===== src/rtl/reg_xfer_ctrl.sv =====
// Five-state sequencer that turns a single-port 8x16 register bank into a
// three-operand (rd <- rs1 op rs2) datapath. Optional flags: REG_XFER_FLAGS_EN.
module reg_xfer_ctrl #(
  parameter int WIDTH = 16,
  parameter int AW    = 3
) (
  input  logic             clk,
  input  logic             reset,
  input  logic             start,
  input  logic [2:0]       op,
  input  logic [AW-1:0]    rd,
  input  logic [AW-1:0]    rs1,
  input  logic [AW-1:0]    rs2,
  input  logic [WIDTH-1:0] bank_rdata,
  output logic [AW-1:0]    bank_addr,
  output logic             bank_rd,
  output logic             bank_wr,
  output logic [WIDTH-1:0] bank_wdata,
  output logic [WIDTH-1:0] result,
  output logic             busy,
  output logic             done
`ifdef REG_XFER_FLAGS_EN
  ,
  output logic             flag_z,
  output logic             flag_c
`endif
);

  typedef enum logic [2:0] {
    S_IDLE, S_RD1, S_RD2, S_EXEC, S_WB
  } state_e;

  typedef enum logic [2:0] {
    OP_ADD, OP_SUB, OP_AND, OP_OR, OP_XOR, OP_NOT, OP_SHL, OP_MOV
  } op_e;

  state_e           state_q, state_d;
  op_e              op_q;
  logic [AW-1:0]    rd_q, rs1_q, rs2_q;
  logic [WIDTH-1:0] a_q, b_q;
  logic [WIDTH-1:0] alu_res;

  // NOTE: state lives in always_ff with non-blocking assignments so every
  // register samples the pre-edge value of every other register.
  always_ff @(posedge clk or posedge reset) begin
    if (reset) state_q <= S_IDLE;
    else       state_q <= state_d;
  end

  // Bank controls are pure decodes of state and captured fields, so an async
  // reset drops bank_wr at once and a reset during WB suppresses the write.
  always_comb begin
    // NOTE: every output gets a default first; a missed branch would
    // otherwise infer a latch.
    state_d    = state_q;
    bank_addr  = '0;
    bank_rd    = 1'b0;
    bank_wr    = 1'b0;
    bank_wdata = '0;
    case (state_q)
      S_IDLE: if (start) state_d = S_RD1;
      S_RD1: begin
        bank_addr = rs1_q;
        bank_rd   = 1'b1;
        state_d   = S_RD2;
      end
      S_RD2: begin
        bank_addr = rs2_q;
        bank_rd   = 1'b1;
        state_d   = S_EXEC;
      end
      S_EXEC: state_d = S_WB;
      S_WB: begin
        bank_addr  = rd_q;
        bank_wr    = 1'b1;
        bank_wdata = result;
        state_d    = S_IDLE;
      end
      default: state_d = S_IDLE;
    endcase
  end

  assign busy = (state_q != S_IDLE);

  always_comb begin
    alu_res = '0;
    case (op_q)
      OP_ADD:  alu_res = a_q + b_q;
      OP_SUB:  alu_res = a_q - b_q;
      OP_AND:  alu_res = a_q & b_q;
      OP_OR:   alu_res = a_q | b_q;
      OP_XOR:  alu_res = a_q ^ b_q;
      OP_NOT:  alu_res = ~a_q;
      OP_SHL:  alu_res = a_q << 1;
      default: alu_res = a_q;
    endcase
  end

`ifdef REG_XFER_FLAGS_EN
  logic alu_c;

  // Unsigned wrap check: a WIDTH-bit sum smaller than an addend means carry out.
  always_comb begin
    alu_c = 1'b0;
    case (op_q)
      OP_ADD:  alu_c = ((a_q + b_q) < a_q);
      OP_SUB:  alu_c = (a_q < b_q);
      OP_SHL:  alu_c = a_q[WIDTH-1];
      default: alu_c = 1'b0;
    endcase
  end

  always_ff @(posedge clk or posedge reset) begin
    if (reset) begin
      flag_z <= 1'b0;
      flag_c <= 1'b0;
    end else if (state_q == S_EXEC) begin
      flag_z <= (alu_res == '0);
      flag_c <= alu_c;
    end
  end
`endif

  // NOTE: captured fields and operands are plain flops (no memory array), so
  // they are reset along with the control state for a deterministic restart.
  always_ff @(posedge clk or posedge reset) begin
    if (reset) begin
      op_q   <= OP_ADD;
      rd_q   <= '0;
      rs1_q  <= '0;
      rs2_q  <= '0;
      a_q    <= '0;
      b_q    <= '0;
      result <= '0;
      done   <= 1'b0;
    end else begin
      done <= (state_q == S_WB);
      case (state_q)
        S_IDLE: if (start) begin
          op_q  <= op_e'(op);
          rd_q  <= rd;
          rs1_q <= rs1;
          rs2_q <= rs2;
        end
        S_RD1:  a_q    <= bank_rdata;
        S_RD2:  b_q    <= bank_rdata;
        S_EXEC: result <= alu_res;
        default: ;
      endcase
    end
  end

endmodule


===== config.mk =====
export PLATFORM = sky130hd
export DESIGN_NAME = reg_xfer_ctrl
export DESIGN_NICKNAME = d
export VERILOG_FILES = /design/src/rtl/reg_xfer_ctrl.sv
export SDC_FILE = /design/constraint.sdc
export NUM_CORES = 1
export LEC_CHECK = 0
export CELL_PAD_IN_SITES_DETAIL_PLACEMENT = 0
export CELL_PAD_IN_SITES_GLOBAL_PLACEMENT = 1
export CORE_MARGIN = 2
export CORE_UTILIZATION = 40
export CTS_CLUSTER_DIAMETER = 80
export CTS_CLUSTER_SIZE = 12
export DETAILED_ROUTE_END_ITERATION = 8
export PLACE_DENSITY_LB_ADDON = 0.05
export SYNTH_ARGS = -nofsm -noshare
export SYNTH_HDL_FRONTEND = slang
export SYNTH_SLANG_ARGS = --single-unit

===== constraint.sdc =====
create_clock -name clk -period 4.45 [get_ports clk]
set_clock_uncertainty 0.15 [all_clocks]
set_input_delay 0.445 -clock clk [delete_from_list [all_inputs] [get_ports clk]]
set_output_delay 0.445 -clock clk [all_outputs]
set_load 0.005 [all_outputs]

## After elaboration in Yosys (flattened, before gate mapping)

Cells that the tools add are included.

- Bits in writable memories: 0
- Bits of input ports: 31
- Bits in latches: 0
- Memories kept: 0
- Logic and storage cells: 38
- ROM bits: 0
- Bits in registers: 64

- Shift-type cells: 0
- Multiplexer cells: 7
- Add/sub/neg operators: 2
- Equal/unequal tests: 11
- Divide/modulo/power cells: 0
- $lt $le $gt $ge: 0
- Reduce and logical (&&, ||, !) cells: 5
- Bitwise operators: 4
- Multiply operators: 0

Operator list:

| operator | count |
|---|---|
| one-hot mux 16 bit (7 select lines) | 1 |
| adder 16 bit | 1 |
| bitwise AND 16 bit | 1 |
| two-way mux 16 bit | 1 |
| inverter 16 bit | 1 |
| OR 16 bit | 1 |
| subtractor 16 bit | 1 |
| XOR 16 bit | 1 |
| equality test 3 x 2 -> 1 bit, second input constant | 4 |
| equality test 3 bit, second input constant | 4 |
| one-hot mux 3 bit (4 select lines) | 1 |
| one-hot mux 3 bit (3 select lines) | 1 |
| equality test 3 x 1 -> 1 bit, second input constant | 2 |
| logical NOT 3 bit | 2 |
| two-way mux 3 bit | 1 |
| nonzero test 3 bit | 1 |
| two-way mux 1 bit | 2 |
| != test 2 bit, second input constant | 1 |
| AND reduction 2 bit | 1 |
| OR reduction 2 bit | 1 |

## Longest topological paths before layout

Gate-level depths: netlist (run 1).

- Depth in word-level cells: 3
- Gate-level depth with buffers: 15

## Least setup slack after synthesis (run 1)

No wires, ideal clock.

- Path type: reg-to-reg
- Start: register op_q[2]
- End: register result[15]
- Path slack: 1.312 ns
- Data arrival time: 2.861 ns
- Buffers on the path: 2
- Cell stages (with the launch flop): 15
- Library setup time: 0.127 ns
- Path through: dfrtp_1 -> buf_2 -> buf_2 -> nor2_2 -> nand2_1 -> o21ai_0 -> inv_1 -> ha_1 -> nor2b_1 -> o31a_1 -> nor4_2 -> or3_4 -> a211oi_2 -> mux2i_1 -> nand3_1

- Cells in the longest elaborated chain, start to end: 2
- Elaborated cells between the ends (all ways): 8
- Those cells by class: 6 x eq/ne; 1 x mux; 1 x reduce/logical

RTL lines:

| what | line | text |
|---|---|---|
| from (decl) | 38 | `op_e op_q;` |
| from (signal assigned) | 140 | `op_q <= op_e'(op);` |
| equality test 3 bit (tied with other cells) | 87 | `case (op_q)` |
| one-hot mux 16 bit (7 select lines) * | 87 |  |
| to (signal assigned) | 147 | `S_EXEC: result <= alu_res;` |
| to (decl) | 19 | `output logic [WIDTH-1:0] result,` |

Every way passes the cells marked *; elsewhere a longest branch is shown, timed or not.
A chain may end at the register's enable or synchronous reset.

## Worst setup path in the final report (run 1)

Ends and elaborated chain as after synthesis.

==> impl_metrics.json, run 1 <==
{
  "internal_power_mw": 2.87,
  "core_um2": 11900,
  "endpoint_kind": "flop",
  "vias_per_cell": 5.68,
  "finalHoldViolations": 0,
  "drive_gt1_share_pct": 9.22,
  "clock_latency_ns": 0.34,
  "p_seq_share_pct": 22.2,
  "drcViolationCount": 0,
  "reg2reg_setup_slack_ns": 1.04,
  "cp.arrival_ns": 3.48,
  "clkPwrFrac_pct": 11.8,
  "crit_fanout": 12,
  "finalCriticalPeriod_ns": 3.41,
  "leakagePower_nw": 2.55,
  "portBuffers": 69,
  "tns_ns": 0,
  "drtPass1Iterations": 4,
  "path_cells": "nor2_2, nand2_1, o21ai_0, inv_1, ha_1, nor2b_1, o31a_1, nor4_2, or3_4, a211oi_2, mux2i_1, nand3_1",
  "ant_nets": 0,
  "final_common_cell": "nand2_1",
  "path_class": "reg -> reg",
  "switchingPower_mw": 2.69,
  "h-tree-depth": 3,
  "io_pins": 70,
  "grt_use_total_pct": 23.0,
  "tritoncts": "yes",
  "n_antenna_cell": 0,
  "grt_max_degree": 41,
  "nNetsFinal": 704,
  "syn_inst": 561,
  "chipHeight_um": 114,
  "rsz0062_at_grt": "false",
  "synth-seq-cells": 64,
  "num_vias": 4408,
  "grt_overflow_total": 0,
  "drt_wl_total_mm": 14.3,
  "maxCapViolCount": 0,
  "start_util_pct": 40.6,
  "tightestPinTransition_ns": 0.891,
  "ctsHoldBuffers": 0,
  "cp_top_family": "simple AND/OR/NAND/NOR gates",
  "syn_to_final_growth_pct": 23.0,
  "path_buf_inv": 1,
  "stdcell_count": 776,
  "cts_setup_buffers": 0,
  "synth_area_um2": 4830,
  "grt_pass1_vias": 4265,
  "synth_enable_flop_cells": 0,
  "power.total_mw": 5.55,
  "drt_iter0_markers": 326,
  "slew_headroom_pct": 40.5,
  "comb_power_share_pct": 66.0,
  "cpPeakStageDelay_ns": 0.55,
  "synthDistinctLibCells": 56,
  "cp.required_ns": 4.52,
  "num_rows": 40,
  "cts_resized": 0,
  "synth_ff_type": "dfrtp_1",
  "slowest_stage": "dfrtp_1",
  "start_kind": "flop",
  "status": "completed",
  "cts_sinks": 64,
  "die_area_um2": 13000,
  "ys_warn_count": 0,
  "clk_pin_slew_worst_paths_ns": 0.06,
  "dp.cells": 760,
  "grt_pass1_wl_mm": 23.1,
  "clockBufferDepth": 2,
  "post-route-period-util_pct": 76.6,
  "drv_slew": 0,
  "grt_antenna_before_repair": 0,
  "ir_drop_mv": 0.293,
  "final_cell_mix": "nand2_1 (74), clkdlybuf4s50_1 (69), dfrtp_1 (64)",
  "fmax_ghz": 0.294,
  "holdCritPathClass": "reg -> reg",
  "async_flop_share_pct": 100,
  "die_w_um": 114,
  "seq_area_frac_synth_pct": 33.1,
  "syn_nets": 641,
  "power_density_nw_per_um2": 934,
  "syn_area_per_cell_um2": 8.62,
  "gp_congestion": 0.914,
  "clock-root-buffer": "clkbuf_16",
  "wl_per_cell_um": 18.4,
  "cts_buffers": 9,
  "setup_viol": 0,
  "place_hpwl_mm": 10.5,
  "p_sw_share_pct": 48.4
}
## cell families (layout without fill, tap and decap cells)
logic type      Yosys count  after routing  share of synthesized area (%)
simple gates            162            162                           16.3
flops                    64             64                           33.1
mux                      20             20                           4.76
fa+ha+maj                49             49                           12.8
xor+xnor                 24             24                           4.35
buf+inv                  69            137                           5.62
compound gates          173            173                           23.0
## flip-flops by register name (all words and copies together), names as in the netlist
signal	cells
state_q	3
rd_q	3
done	1
rs1_q	3
b_q	16
result	16
a_q	16
rs2_q	3
op_q	3
## tightest hold or removal path, cell delays in order, from the launching register on
cell and delay, ns:
dfrtp_1 0.35, nand2_1 0.05, o21ai_0 0.06
## metal layers
| layer | GRT usage [%] | routed length, um | vias up |
|---|---|---|---|
| li1 | - | - | 2124 |
| met1 | 33.8 | 7090 | 2127 |
| met2 | 34.4 | 6130 | 143 |
| met3 | 3.56 | 853 | 14 |
| met4 | 7.56 | 181 | 0 |
| met5 | 0 | 0 | - |
## power by group through the flow
| stage | combinational, mW | sequential (mW) | clock (mW) |
|---|---|---|---|
| finish | 3.67 | 1.23 | 0.654 |
| detailed placement | 3.62 | 1.24 | 0 |
| global route | 4.10 | 1.28 | 0.686 |
| CTS | 3.65 | 1.23 | 0.664 |
| floorplan | 2.67 | 1.10 | 0 |
| global placement | 3.58 | 1.23 | 0 |
## metrics by stage
step	util (%)	worst slack (ns)	hold slack, ns	cell area [um^2]
2_1_floorplan	-	1.31	0.319	4830
3_3_place_gp	47.7	1.16	0.328	5680
3_5_place_dp	47.7	1.11	0.342	5680
4_1_cts	49.9	1.05	0.355	5940
5_1_grt	49.9	0.849	0.367	5940
6_report	49.9	1.04	0.349	5940
## cell usage after synthesis (all sizes together), types with 2 or more instances
master | count | area share, %
inv | 42 | 3.3
and3 | 3 | 0.39
nor3b | 2 | 0.41
o31a | 4 | 0.72
nand3 | 8 | 0.83
a41oi | 3 | 0.54
ha | 48 | 12
nor3 | 9 | 0.93
a221oi | 9 | 1.8
o21ai | 66 | 6.8
o221ai | 5 | 0.91
o22ai | 12 | 1.6
clkbuf | 17 | 1.3
xor2 | 3 | 0.54
xnor2 | 21 | 3.8
o31ai | 5 | 0.78
nand4 | 3 | 0.39
and2 | 17 | 2.2
nor4 | 3 | 0.78
nor2b | 9 | 1.2
a2111oi | 2 | 0.36
mux2 | 14 | 3.3
a22oi | 8 | 1.2
nand2 | 74 | 5.7
a21oi | 25 | 2.8
o21a | 3 | 0.47
o211ai | 2 | 0.31
a21o | 8 | 1.2
buf | 10 | 1.0
mux2i | 5 | 1.0
dfrtp | 64 | 33
or3 | 2 | 0.36
a31oi | 10 | 1.3
or2 | 3 | 0.39
nor2 | 23 | 1.9
nand2b | 4 | 0.52
a211oi | 6 | 1.0
## final cells by class
cell class	count	area, um^2
clock inverter	6	36.3
timing repair buffer	79	766
clock buffer	10	229
multi-input combinational	428	2970
tap	147	184
fill	1180	5970
sequential	64	1600
inverter	42	158
## final timing paths
check / startpoint / endpoint / cells past startpoint
worst max-delay path: op_q[2]$_DFFE_PP0P_ / result[15]$_DFFE_PP0P_ / 12
worst min-delay path: result[2]$_DFFE_PP0P_ / result[2]$_DFFE_PP0P_ / 2
worst max register to register: op_q[2]$_DFFE_PP0P_ / result[15]$_DFFE_PP0P_ / 12
worst min register to register: result[2]$_DFFE_PP0P_ / result[2]$_DFFE_PP0P_ / 2
max in group asynchronous: reset / result[8]$_DFFE_PP0P_ / 3
min in group asynchronous: reset / rs1_q[0]$_DFFE_PP0P_ / 2
No activity file was read; power rests on OpenSTA's default activity.
==> inputs of run 2 (changes only) <==
clock period = 3.5 ns   (was 4.45 ns; I/O delays follow)
==> impl_metrics.json, run 2 (synthesis gave the netlist of run 1 again) <==
{
  "chipHeight_um": 114,
  "tightestPinTransition_ns": 0.727,
  "path_cells": "buf_4, nand2_1, o21ai_0, inv_1, ha_1, nor2b_1, o31a_1, nor4_2, or3_4, a211oi_2, mux2i_1, nand3_1",
  "p_sw_share_pct": 47.0,
  "cts_setup_buffers": 0,
  "drcViolationCount": 0,
  "grt_antenna_before_repair": 0,
  "nFillCells": 1157,
  "comb_power_share_pct": 65.0,
  "grt_use_total_pct": 22.9,
  "grt_pass1_wl_mm": 23.0,
  "die_area_um2": 13000,
  "clockBufferDepth": 2,
  "clk_pin_slew_worst_paths_ns": 0.06,
  "place_hpwl_mm": 10.5,
  "drt_wl_total_mm": 14.2,
  "endpoint_kind": "flop",
  "clock-root-buffer": "clkbuf_16",
  "num_vias": 4398,
  "place_ws_ns": 0.313,
  "cts_buffers": 9,
  "fmax_ghz": 0.311,
  "grt_max_degree": 39,
  "start_kind": "flop",
  "p_seq_share_pct": 20.7,
  "worst_slack_ns": 0.284,
  "finalHoldViolations": 0,
  "fin_area_um2": 6060,
  "r2r-start": "op_q[0]$_DFFE_PP0P_",
  "leakagePower_nw": 2.60,
  "area.sequential_um2": 1600,
  "switchingPower_mw": 3.46,
  "placed_area_um2": 5720,
  "portBuffers": 69,
  "syn_to_final_growth_pct": 25.4,
  "cp.arrival_ns": 3.29,
  "largestRegisters": "a_q (16), b_q (16), result (16)",
  "num_rows": 40,
  "drv_slew": 0,
  "cts_sinks": 64,
  "multiInputGateArea_um2": 2970,
  "tns_ns": 0,
  "vias_per_cell": 5.63,
  "r2r_end": "result[15]$_DFFE_PP0P_",
  "grt_pass1_vias": 4298,
  "worstRegToRegCells": 12,
  "tritoncts": "yes",
  "cp.required_ns": 3.57,
  "holdCritPathClass": "in -> async",
  "rsz0062_at_grt": "false",
  "crit_fanout": 38,
  "internal_power_mw": 3.90,
  "final_cell_mix": "nand2_1 (74), clkdlybuf4s50_1 (69), dfrtp_1 (64)",
  "final_common_cell": "nand2_1",
  "ant_nets": 0,
  "ir_drop_mv": 0.497,
  "setup_viol": 0,
  "drt_iter0_markers": 278,
  "grt_overflow_total": 0,
  "gp_congestion": 0.944,
  "post-route-period-util_pct": 91.9,
  "status": "completed",
  "finalCriticalPeriod_ns": 3.22,
  "ctsHoldBuffers": 0,
  "cpPeakStageDelay_ns": 0.40,
  "n_antenna_cell": 0,
  "clkPwrFrac_pct": 14.3,
  "slowest_stage": "or3_4",
  "drive_gt1_share_pct": 10.1,
  "die_w_um": 114,
  "wl_per_cell_um": 18.1,
  "clock_latency_ns": 0.34,
  "power_density_nw_per_um2": 1210,
  "reg2reg_setup_slack_ns": 0.28,
  "drtPass1Iterations": 5,
  "maxCapViolCount": 0,
  "io_pins": 70,
  "nNetsFinal": 709,
  "slew_headroom_pct": 51.4,
  "core_um2": 11900,
  "path_class": "reg -> reg",
  "cts_resized": 0,
  "start_util_pct": 40.6,
  "h-tree-depth": 3
}
==> run 2: metrics by stage <==
stage / power (mW) / hold WS (ns) / utilization, % / instances
after global placement: 6.17 / 0.325 / 48.0 / 765
after global routing: 8.02 / 0.385 / 50.9 / 781
after detailed placement: 6.25 / 0.346 / 48.0 / 765
final: 7.36 / 0.310 / 50.9 / 781
after CTS: 7.34 / 0.347 / 50.9 / 781
after floorplan: 4.80 / 0.317 / - / 561
==> run 2: how the worst max path moves through the flow <==
stage,from,endpoint,cells past startpoint
floorplan,op_q[2]$_DFFE_PP0P_,result[15]$_DFFE_PP0P_,14
global placement,op_q[0]$_DFFE_PP0P_,result[9]$_DFFE_PP0P_,12
detailed placement,op_q[0]$_DFFE_PP0P_,result[15]$_DFFE_PP0P_,12
CTS,op_q[0]$_DFFE_PP0P_,result[15]$_DFFE_PP0P_,12
global route,b_q[2]$_DFFE_PP0N_,result[15]$_DFFE_PP0P_,11
finish,op_q[0]$_DFFE_PP0P_,result[15]$_DFFE_PP0P_,12
==> run 2: routing by layer <==
metal	GRT usage, %	up-vias	share of wire (%)	wire (um)
met5	0	-	0	0
li1	-	2131	-	-
met2	35.2	169	44	6210
met4	7.48	0	1.8	248
met1	32.9	2082	48	6770
met3	3.88	16	6.6	936
==> run 2: power groups by stage <==
stage                     sequential (mW)  combinational [mW]  clock [mW]
after global routing                 1.59                5.33        1.10
after global placement               1.51                4.66           0
final                                1.52                4.79        1.06
after floorplan                      1.40                3.39           0
after CTS                            1.52                4.75        1.07
after detailed placement             1.53                4.72           0
==> run 2: layout make-up <==
class,count,area share (%)
repair buffers,84,13.3
multi-input cells,428,49.0
clock buffers,9,3.72
flip-flops and latches,64,26.4
clock inverters,7,1.96
well taps,147,3.04
inverters,42,2.60
==> run 2: critical path: cells and delay by family, from the launching register on <==
kind,cells,cell delay [ns]
buffers and inverters,2,0.48
flip-flops,1,0.34
multiplexers,1,0.21
AND/OR/NAND/NOR,5,0.91
adder cells (fa/ha/maj),1,0.28
AO/OA/AOI/OAI,3,0.74
==> inputs of run 3 (changes only) <==
PLACE_DENSITY_LB_ADDON = 0.15   (was 0.05)
==> impl_metrics.json, run 3 (synthesis gave the netlist of run 1 again) <==
{
  "status": "completed",
  "n_antenna_cell": 0,
  "worst_slack_ns": 0.304,
  "clock_latency_ns": 0.33,
  "endpoint_kind": "flop",
  "gp_congestion": 0.918,
  "cp.required_ns": 3.56,
  "num_rows": 40,
  "path_class": "reg -> reg",
  "grt_pass1_vias": 4197,
  "tightestPinTransition_ns": 0.688,
  "portBuffers": 69,
  "final_common_cell": "nand2_1",
  "maxCapViolCount": 0,
  "start_util_pct": 40.6,
  "finalCriticalPeriod_ns": 3.20,
  "cts_resized": 0,
  "drt_wl_total_mm": 13.9,
  "drive_gt1_share_pct": 9.67,
  "clkPwrFrac_pct": 11.7,
  "fmax_ghz": 0.313,
  "chipHeight_um": 114,
  "syn_to_final_growth_pct": 23.8,
  "placed_area_um2": 5710,
  "worstRegToRegCells": 11,
  "die_area_um2": 13000,
  "slew_headroom_pct": 54.1,
  "rsz0062_at_grt": "false",
  "drv_slew": 0,
  "setup_viol": 0,
  "clock-root-buffer": "clkbuf_16",
  "largestRegisters": "a_q (16), b_q (16), result (16)",
  "ant_nets": 0,
  "start_kind": "flop",
  "core_um2": 11900,
  "drtPass1Iterations": 5,
  "cts_sinks": 64,
  "crit_fanout": 6,
  "num_vias": 4338,
  "place_hpwl_mm": 10.4,
  "grt_max_degree": 40,
  "h-tree-depth": 3,
  "place_ws_ns": 0.319,
  "tritoncts": "yes",
  "ir_drop_mv": 0.474,
  "vias_per_cell": 5.58,
  "grt_pass1_wl_mm": 22.6,
  "p_seq_share_pct": 21.7,
  "fin_area_um2": 5980,
  "leakagePower_nw": 2.55,
  "reg2reg_setup_slack_ns": 0.30,
  "final_cell_mix": "nand2_1 (74), clkdlybuf4s50_1 (69), dfrtp_1 (64)",
  "drt_iter0_markers": 301,
  "cts_buffers": 9,
  "finalHoldViolations": 0,
  "nFillCells": 1193,
  "power_density_nw_per_um2": 1180,
  "r2r-start": "b_q[2]$_DFFE_PP0N_",
  "p_sw_share_pct": 48.2,
  "comb_power_share_pct": 66.6,
  "grt_use_total_pct": 22.4,
  "switchingPower_mw": 3.42,
  "wl_per_cell_um": 17.9,
  "r2r_end": "result[15]$_DFFE_PP0P_",
  "post-route-period-util_pct": 91.3,
  "die_w_um": 114,
  "drcViolationCount": 0,
  "cp.arrival_ns": 3.25,
  "grt_overflow_total": 0,
  "cts_setup_buffers": 0,
  "nNetsFinal": 706,
  "holdCritPathClass": "in -> async",
  "clk_pin_slew_worst_paths_ns": 0.06,
  "grt_antenna_before_repair": 0,
  "ctsHoldBuffers": 0,
  "tns_ns": 0,
  "io_pins": 70,
  "clockBufferDepth": 2,
  "critPathLaunch": "b_q[2]$_DFFE_PP0N_",
  "internal_power_mw": 3.67
}
[run 3: changes by cell type in the layout (fill, tap and decap cells not counted), sizes merged]
cell      previous run  this run
buf                 15        12
bufinv               3         0
clkbuf               9        10
clkinvlp             2         4
[run 3: how the worst max path moves through the flow]
stage / end / cells after the start
global placement: result[15]$_DFFE_PP0P_ / 11
floorplan: result[15]$_DFFE_PP0P_ / 14
detailed placement: result[15]$_DFFE_PP0P_ / 11
global route: result[15]$_DFFE_PP0P_ / 13
finish: result[15]$_DFFE_PP0P_ / 11
CTS: result[15]$_DFFE_PP0P_ / 11
[run 3: critical path, cell delays in order (launching register included)]
cell	delay, ns
dfrtp_1	0.44
nor4_2	0.34
nand2_1	0.11
nor2_1	0.28
a21oi_1	0.14
xnor2_1	0.15
ha_1	0.39
nand3_1	0.14
or3_4	0.43
a211oi_2	0.21
mux2i_1	0.20
nand3_1	0.08
[run 3: through the flow]
step / instances / power [mW] / hold WS (ns) / utilization (%)
finish: 778 / 7.09 / 0.257 / 50.2
global route: 778 / 7.75 / 0.310 / 50.2
CTS: 778 / 7.06 / 0.283 / 50.2
detailed placement: 762 / 6.19 / 0.343 / 47.9
global placement: 762 / 6.12 / 0.330 / 47.9
floorplan: 561 / 4.80 / 0.317 / -
[run 3: power groups by stage]
stage | Clock (mW) | Sequential, mW | Combinational [mW]
after CTS | 0.852 | 1.53 | 4.67
final | 0.828 | 1.54 | 4.72
after global routing | 0.884 | 1.60 | 5.26
after detailed placement | 0 | 1.54 | 4.65
after global placement | 0 | 1.53 | 4.60
after floorplan | 0 | 1.40 | 3.39
[run 3: layer usage]
layer,share of wire [%],GRT usage [%],vias to the layer above
met5,0,0,-
met2,42,32.4,136
met3,4.6,3.72,18
li1,-,-,2115
met1,52,34.2,2069
met4,1.7,6.50,0
[run 3: cell type report]
type	count	area, um^2	share of cell area, %
clock buffers	10	229	3.83
clock inverters	6	43.8	0.732
inverters	42	158	2.63
multi-input cells	428	2970	49.7
flip-flops and latches	64	1600	26.8
well taps	147	184	3.07
repair buffers	81	793	13.3
